## src/rtl/msk_rnd_gen.sv

```systemverilog
// msk_rnd_gen: fresh-randomness source for a group of masked gadgets of order D.
//
// A 127-bit LFSR (fb = s[126] ^ s[0], shift left, fb enters at s[0]) is
// stepped N_RND = D*(D-1)/2 times per cycle, unrolled. Bit k of each new
// output word is the feedback bit of step k. The LFSR is loaded through a
// word-serial valid/ready seed port. After the fourth word it runs WARMUP
// discarded advances and then serves bits on request.
//
// State  | meaning
// -------+-------------------------------------------------------------
// IDLE   | after reset; waits for start_reseed_i
// SEED   | accepts four seed words (word i -> s[32i+31:32i])
// WARM   | advances every cycle, output suppressed, WARMUP cycles
// RUN    | advances on en_i and presents fresh bits one cycle later
//
// Ports:
//   clk_i           clock, rising edge
//   rst_i           synchronous active-high reset, priority over all inputs
//   start_reseed_i  pulse, request a new seed load
//   seed_in_i       seed word
//   seed_valid_i    seed_in_i valid
//   seed_ready_o    seed word accepted this cycle (state SEED)
//   en_i            advance request
//   rnd_out_o       registered random bits
//   rnd_valid_o     rnd_out_o is fresh this cycle
//   busy_o          high whenever the FSM is not in RUN

module msk_rnd_gen #(
   parameter int D      = 2,   // masking order, 2..16
   parameter int WARMUP = 16,  // discarded advance cycles, 0..255
   localparam int N_RND  = D * (D - 1) / 2,
   localparam int SEED_W = 32
) (
   input  logic              clk_i,
   input  logic              rst_i,
   input  logic              start_reseed_i,
   input  logic [SEED_W-1:0] seed_in_i,
   input  logic              seed_valid_i,
   output logic              seed_ready_o,
   input  logic              en_i,
   output logic [N_RND-1:0]  rnd_out_o,
   output logic              rnd_valid_o,
   output logic              busy_o
);

   localparam logic [7:0] WARM_INIT = 8'(WARMUP);

   typedef enum logic [1:0] {
      ST_IDLE = 2'd0,
      ST_SEED = 2'd1,
      ST_WARM = 2'd2,
      ST_RUN  = 2'd3
   } state_e;

   state_e             state_q, state_d;
   logic [126:0]       lfsr_q, lfsr_d;
   logic [1:0]         seed_cnt_q, seed_cnt_d;
   logic [7:0]         warm_cnt_q, warm_cnt_d;
   logic [N_RND-1:0]   rnd_q, rnd_d;
   logic               valid_q, valid_d;

   logic [126:0]       adv_s;
   logic [N_RND-1:0]   adv_bits;
   logic               adv_fb;
   logic [126:0]       loaded;
   logic               seed_hs;

   // ---------------------------------------------------------------
   // FSM: state register
   // ---------------------------------------------------------------
   always_ff @(posedge clk_i) begin
      if (rst_i) begin
         state_q <= ST_IDLE;
      end else begin
         state_q <= state_d;
      end
   end

   // ---------------------------------------------------------------
   // FSM: next state
   // ---------------------------------------------------------------
   always_comb begin
      state_d = state_q;
      case (state_q)
         ST_IDLE: begin
            if (start_reseed_i) state_d = ST_SEED;
         end
         ST_SEED: begin
            // A reseed request restarts the load and discards a coincident word.
            if (!start_reseed_i && seed_hs && seed_cnt_q == 2'd3) begin
               state_d = (WARMUP == 0) ? ST_RUN : ST_WARM;
            end
         end
         ST_WARM: begin
            if (start_reseed_i)              state_d = ST_SEED;
            else if (warm_cnt_q == 8'd1)     state_d = ST_RUN;
         end
         ST_RUN: begin
            if (start_reseed_i) state_d = ST_SEED;
         end
         default: state_d = ST_IDLE;
      endcase
   end

   // ---------------------------------------------------------------
   // FSM: outputs
   // ---------------------------------------------------------------
   always_comb begin
      seed_ready_o = (state_q == ST_SEED);
      busy_o       = (state_q != ST_RUN);
   end

   assign seed_hs = seed_valid_i && seed_ready_o;

   // ---------------------------------------------------------------
   // One advance: N_RND chained single steps
   // ---------------------------------------------------------------
   always_comb begin
      adv_s    = lfsr_q;
      adv_bits = '0;
      adv_fb   = 1'b0;
      for (int k = 0; k < N_RND; k++) begin
         adv_fb      = adv_s[126] ^ adv_s[0];
         adv_bits[k] = adv_fb;
         adv_s       = {adv_s[125:0], adv_fb};
      end
   end

   // ---------------------------------------------------------------
   // Datapath next state
   // ---------------------------------------------------------------
   always_comb begin
      lfsr_d     = lfsr_q;
      seed_cnt_d = seed_cnt_q;
      warm_cnt_d = warm_cnt_q;
      rnd_d      = rnd_q;
      valid_d    = 1'b0;
      loaded     = lfsr_q;
      case (state_q)
         ST_IDLE: begin
            if (start_reseed_i) seed_cnt_d = 2'd0;
         end
         ST_SEED: begin
            if (start_reseed_i) begin
               seed_cnt_d = 2'd0;
            end else if (seed_hs) begin
               case (seed_cnt_q)
                  2'd0: loaded[31:0]   = seed_in_i;
                  2'd1: loaded[63:32]  = seed_in_i;
                  2'd2: loaded[95:64]  = seed_in_i;
                  default: loaded[126:96] = seed_in_i[30:0];
               endcase
               // An all-zero state would lock the LFSR at zero forever.
               if (seed_cnt_q == 2'd3 && loaded == '0) loaded[0] = 1'b1;
               lfsr_d     = loaded;
               seed_cnt_d = seed_cnt_q + 2'd1;
               if (seed_cnt_q == 2'd3) warm_cnt_d = WARM_INIT;
            end
         end
         ST_WARM: begin
            if (start_reseed_i) begin
               seed_cnt_d = 2'd0;
               rnd_d      = '0;
            end else begin
               lfsr_d     = adv_s;
               warm_cnt_d = warm_cnt_q - 8'd1;
            end
         end
         ST_RUN: begin
            if (start_reseed_i) begin
               seed_cnt_d = 2'd0;
               rnd_d      = '0;
            end else if (en_i) begin
               lfsr_d  = adv_s;
               rnd_d   = adv_bits;
               valid_d = 1'b1;
            end
         end
         default: ;
      endcase
   end

   always_ff @(posedge clk_i) begin
      if (rst_i) begin
         lfsr_q     <= '0;
         seed_cnt_q <= 2'd0;
         warm_cnt_q <= 8'd0;
         rnd_q      <= '0;
         valid_q    <= 1'b0;
      end else begin
         lfsr_q     <= lfsr_d;
         seed_cnt_q <= seed_cnt_d;
         warm_cnt_q <= warm_cnt_d;
         rnd_q      <= rnd_d;
         valid_q    <= valid_d;
      end
   end

   assign rnd_out_o   = rnd_q;
   assign rnd_valid_o = valid_q;

endmodule

```

## config.mk

```make
export PLATFORM = sky130hd
export DESIGN_NAME = msk_rnd_gen
export DESIGN_NICKNAME = d
export VERILOG_FILES = /design/src/rtl/msk_rnd_gen.sv
export SDC_FILE = /design/constraint.sdc
export NUM_CORES = 1
export LEC_CHECK = 0
export BUFFER_PORTS_ARGS = -buffer_cell sky130_fd_sc_hd__buf_2
export CAP_MARGIN = 0
export CORE_ASPECT_RATIO = 0.8
export CORE_MARGIN = 2
export CORE_UTILIZATION = 25
export DETAILED_ROUTE_END_ITERATION = 10
export GPL_ROUTABILITY_DRIVEN = 0
export GPL_TIMING_DRIVEN = 0
export HOLD_SLACK_MARGIN = 0.02
export PLACE_DENSITY = 0.4
export SYNTH_ARGS = -nofsm -noshare
export SYNTH_HDL_FRONTEND = slang
export SYNTH_SLANG_ARGS = --single-unit
```

## constraint.sdc

```tcl
create_clock -name clk_i -period 5.03 [get_ports clk_i]
set_input_delay 1.006 -clock clk_i [delete_from_list [all_inputs] [get_ports clk_i]]
set_output_delay 1.006 -clock clk_i [all_outputs]
set_load 0.02 [all_outputs]
```

Word level (Yosys, flattened, before mapping)
Cells that the tools add are included.

cells by class
  multiplexer cells = 42
  $add $sub $neg = 2
  reduce and logical (&&, ||, !) cells = 20
  eq/ne operators = 21
  bitwise gates (word level) = 2

operators with widths
  cell                 number
  $mux 127             5
  $mux 32              12
  $pmux 127 s3         1
  $logic_not 127->1    1
  $mux 31              4
  $mux 8               4
  $pmux 8 s2           1
  $mux 2               7
  $ne 2x2->1 const B   6
  $ne 2x1->1 const B   5
  $reduce_or 3->1      3
  $eq 2x2->1 const B   4
  $eq 8x1->1 const B   1
  $sub 8x1->8 const B  1
  $ne 3x3->1 const B   2
  $pmux 2 s3           1
  $reduce_and 3->1     2
  $reduce_and 6->1     1
  $mux 1               5
  $reduce_and 5->1     1
  $eq 2x1->1 const B   2
  $logic_and 1x1->1    4
  $logic_not 2->1      2
  $pmux 2 s2           1
  other kinds (10)     11

storage, ports and cells
  bits of input ports = 37
  output and inout bits = 4
  register bits after elaboration = 141

Depth between registers and ports, before layout
  word-level depth = 12
  mapped depth = 10

Least setup slack after synthesis
Ideal clock, no wire load.

  path type = in2reg
  start = input port seed_in_i[22]
  end = register lfsr_q[0]
  required time = 4.953 ns
  buffers on the path = 0
  setup time = 0.077 ns
  arrival time = 2.647 ns
  slack = 2.307 ns
  stages on the path = 6
  cell sequence = nor4_1 -> o21ba_1 -> a2111oi_1 -> o2111ai_1 -> or4_1 -> a41oi_2

on the way
  cells in the longest elaborated chain, start to end = 10
  elaborated cells between the ends (all ways) = 22

RTL lines
  element                                    RTL line  text
  start: declaration                         37        input logic [SEED_W-1:0] seed_in_i,
  $mux 32 / $mux 31 (equally long branches)  147       case (seed_cnt_q)
  $mux 32 / $mux 31 (equally long branches)  146       end else if (seed_hs) begin
  $mux 32 / $mux 31 (equally long branches)  144       if (start_reseed_i) begin
  $mux 32 / $mux 31 (equally long branches)  139       case (state_q)
  $logic_not 127->1 *                        154       if (seed_cnt_q == 2'd3 && loaded == '0) loaded[0] = 1'b1;
  $logic_and 1x1->1 *                        154
  $mux 1 *                                   154
  $mux 127 *                                 146
  $mux 127 *                                 144
  $pmux 127 s3 *                             139
  end signal: assignment                     191       lfsr_q <= lfsr_d;
  end: declaration                           56        logic [126:0] lfsr_q, lfsr_d;

Mark *: on every way between the ends. The rest lies on a longest branch, timed or not. The select of a mux whose other input is x is not followed.
A chain may end at the register's enable or synchronous reset.

Final worst setup path
  start = register state_q[0]
  end = register lfsr_q[121]

on the way
  cells in the longest elaborated chain, start to end = 4
  elaborated cells between the ends (all ways) = 12

RTL lines
  element                            RTL line  text
  start: declaration                 55        state_e state_q, state_d;
  start signal: assignment           75        state_q <= state_d;
  $eq 2x1->1                         109, 139
  $logic_and 1x1->1                  113       assign seed_hs = seed_valid_i && seed_ready_o;
  $ne 2x1->1 (no source line)        -
  $reduce_and 6->1 (no source line)  -

Parallel ways exist; a longest one is shown, timed or not.

==> flow_metrics.tcl <==
set metrics [dict create \
    die_h_um 162 \
    grt_pass1_vias 7607 \
    diodes 0 \
    leakage_nw 3.01 \
    place_ws_ns 1.30 \
    synth_edf_count 0 \
    cts_buffers 17 \
    tritoncts "yes" \
    min_from "lfsr_q[124]$_SDFFE_PP0P_" \
    worstPathRequired_ns 5.32 \
    powerDensity_nw_per_um2 573 \
    outcome "finished clean" \
    grt_antenna_before_repair 3 \
    core-area_um2 30600 \
    async_reset_ff_share_pct 0 \
    ys_ff_latch 141 \
    syn_nets 1015 \
    start_util_pct 25.6 \
    clock_path_buffers 2 \
    row_count 57 \
    r2r-start "state_q[0]$_SDFFE_PP0P_" \
    post_cts_buffers 0 \
    antenna_left 0 \
    clkTransAtPathRegs_ns 0.06 \
    dieWidth_um 202 \
    startpoint "state_q[0]$_SDFFE_PP0P_" \
    fin_ws_ns 1.59 \
    first_pass_iters 6 \
    boundaryPins 41 \
    detail_route.vias_per_cell 5.51 \
    ctsResizeCount 0 \
    rsz0062_at_grt "no" \
    crit_type "reg -> reg" \
    die_area_um2 32800 \
    ys.warnings.count 0 \
    fin_nets 1073 \
    drive_gt1_share_pct 7.91 \
    layout_commonest_cell "dfxtp_1" \
    cts.sinks 141 \
    vias 7996 \
    setup_viol 0 \
    drc_errors 0 \
    relSlewSlack_pct 38.7 \
    holdBufCountCts 0 \
    cp-end-kind "register" \
    gr-usage-all-layers_pct 21.3 \
    finalHoldViolations 0 \
    period_share_pct 68.4 \
    grt_max_degree 17 \
    fin_util_pct 29.7 \
    syn_area_um2 7840 \
    finalCriticalPeriod_ns 3.44 \
    final_cell_mix "dfxtp_1 (141), inv_1 (134), o21ai_0 (129)" \
    io_buffers 39 \
    wirelength_um 34400 \
    wire_per_inst_um 23.7 \
    clock_latency_ns 0.45 \
    max_freq_mhz 291 \
    synth_cells 967 \
    dp_hpwl_um 24800 \
    cts_root_buf "clkbuf_16" \
    htreeDepth 4 \
    drtIter0Drc 803 \
    avgSynthCellArea_um2 8.11 \
    fin_tns_setup_ns 0 \
    yosysSeqAreaShare_pct 36.0 \
    worst-path-max-fanout 10 \
    ys.flop_type "dfxtp_1" \
    grt_pass1_wl_um 51200 \
    finClkSkew_ns 0.00978 \
    ys_types 51 \
    grt_overflow 0 \
    tightest_slew_ns 0.919 \
    worstSetupStartpointType "register" \
    hold_class "reg -> reg" \
    ir_drop_uv 257 \
    maxSlewViolCount 0 \
    layout-area-overhead-vs-synth_pct 16.1 \
    max_cap_violations 0 \
    worstPathArrival_ns 3.73 \
]
-- cells by family after synthesis --
family / after synthesis / synth area share (%)
AOI/OAI and AO/OA: 303 / 26.4
muxes: 23 / 2.97
and+or+nand+nor: 258 / 21.3
DFF: 141 / 36.0
buffers and inverters: 224 / 10.8
adders and majority gates: 11 / 1.76
xor gates and xnor gates: 7 / 0.782
-- cell type report --
class / count / area [um2]
buffer: 89 / 338
clock buffer: 22 / 454
clock inverter: 9 / 95.1
fill: 3329 / 21500
inverter: 135 / 507
multi-input combinational: 602 / 4170
sequential: 141 / 2820
tap: 413 / 517
timing repair buffer: 39 / 195
-- report_power, final --
| group | internal, W | leakage (nW) | switching (W) | total, W |
|---|---|---|---|---|
| logic | 0.000713 | 1.58 | 0.00150 | 0.00221 |
| registers | 0.00145 | 1.15 | 0.000305 | 0.00176 |
| clock network | 0.000732 | 0.277 | 0.000515 | 0.00125 |
| total | 0.00290 | 3.01 | 0.00232 | 0.00522 |
-- layer usage --
metal  share of wire (%)  vias to the layer above  GRT usage (%)
met5               0.038                        -              0
met4                 1.8                        2           6.22
met3                 9.9                       46           6.68
met2                  40                      324           29.6
met1                  48                     3920           31.0
li1                    -                     3704              -
-- metrics by stage --
stage / hold slack [ns] / total power, W / area (um2) / std cells
after global placement: 0.455 / 0.00393 / 8550 / 1419
after detailed placement: 0.458 / 0.00392 / 8550 / 1419
after floorplan: 0.443 / 0.00307 / 7840 / 967
final: 0.465 / 0.00522 / 9100 / 1450
after global routing: 0.503 / 0.00552 / 9100 / 1450
after CTS: 0.467 / 0.00517 / 9100 / 1450
-- registers in the layout, summed over array words and instances, names as in the netlist --
name / flops
seed_cnt_q: 2
lfsr_q: 127
state_q: 2
warm_cnt_q: 8
rnd_valid_o: 1
rnd_out_o: 1
-- synthesized netlist by cell type, drive strengths merged, types with 8 or more instances --
library cell / n / share of area (%)
mux2i: 21 / 2.7
inv: 135 / 6.5
nor2: 29 / 1.4
or4: 8 / 0.86
nor4: 29 / 2.5
a221oi: 126 / 14
nand3b: 119 / 11
a21oi: 20 / 1.3
o21ai: 134 / 8.6
dfxtp: 141 / 36
nand4: 10 / 0.80
buf: 11 / 0.57
nor3: 26 / 1.7
ha: 11 / 1.8
clkbuf: 78 / 3.7
nand2: 14 / 0.67
-- critical path, stage by stage, from the launching register on --
cell and delay [ns]:
dfxtp_1 0.39, inv_1 0.08, ha_1 0.19, clkbuf_1 0.20, nor2_1 0.14, a21oi_1 0.06
a211oi_2 0.72, clkbuf_1 0.69, clkbuf_1 0.61, a221oi_1 0.17
-- worst paths after layout --
check,endpoint,slack (ns),cells after the start
worst max-delay path,lfsr_q[121]$_SDFFE_PP0P_,1.59,9
worst min-delay path,lfsr_q[124]$_SDFFE_PP0P_,0.47,2
worst max register to register,lfsr_q[121]$_SDFFE_PP0P_,1.59,9
worst min register to register,lfsr_q[124]$_SDFFE_PP0P_,0.47,2
No activity file was read; power rests on OpenSTA's default activity.
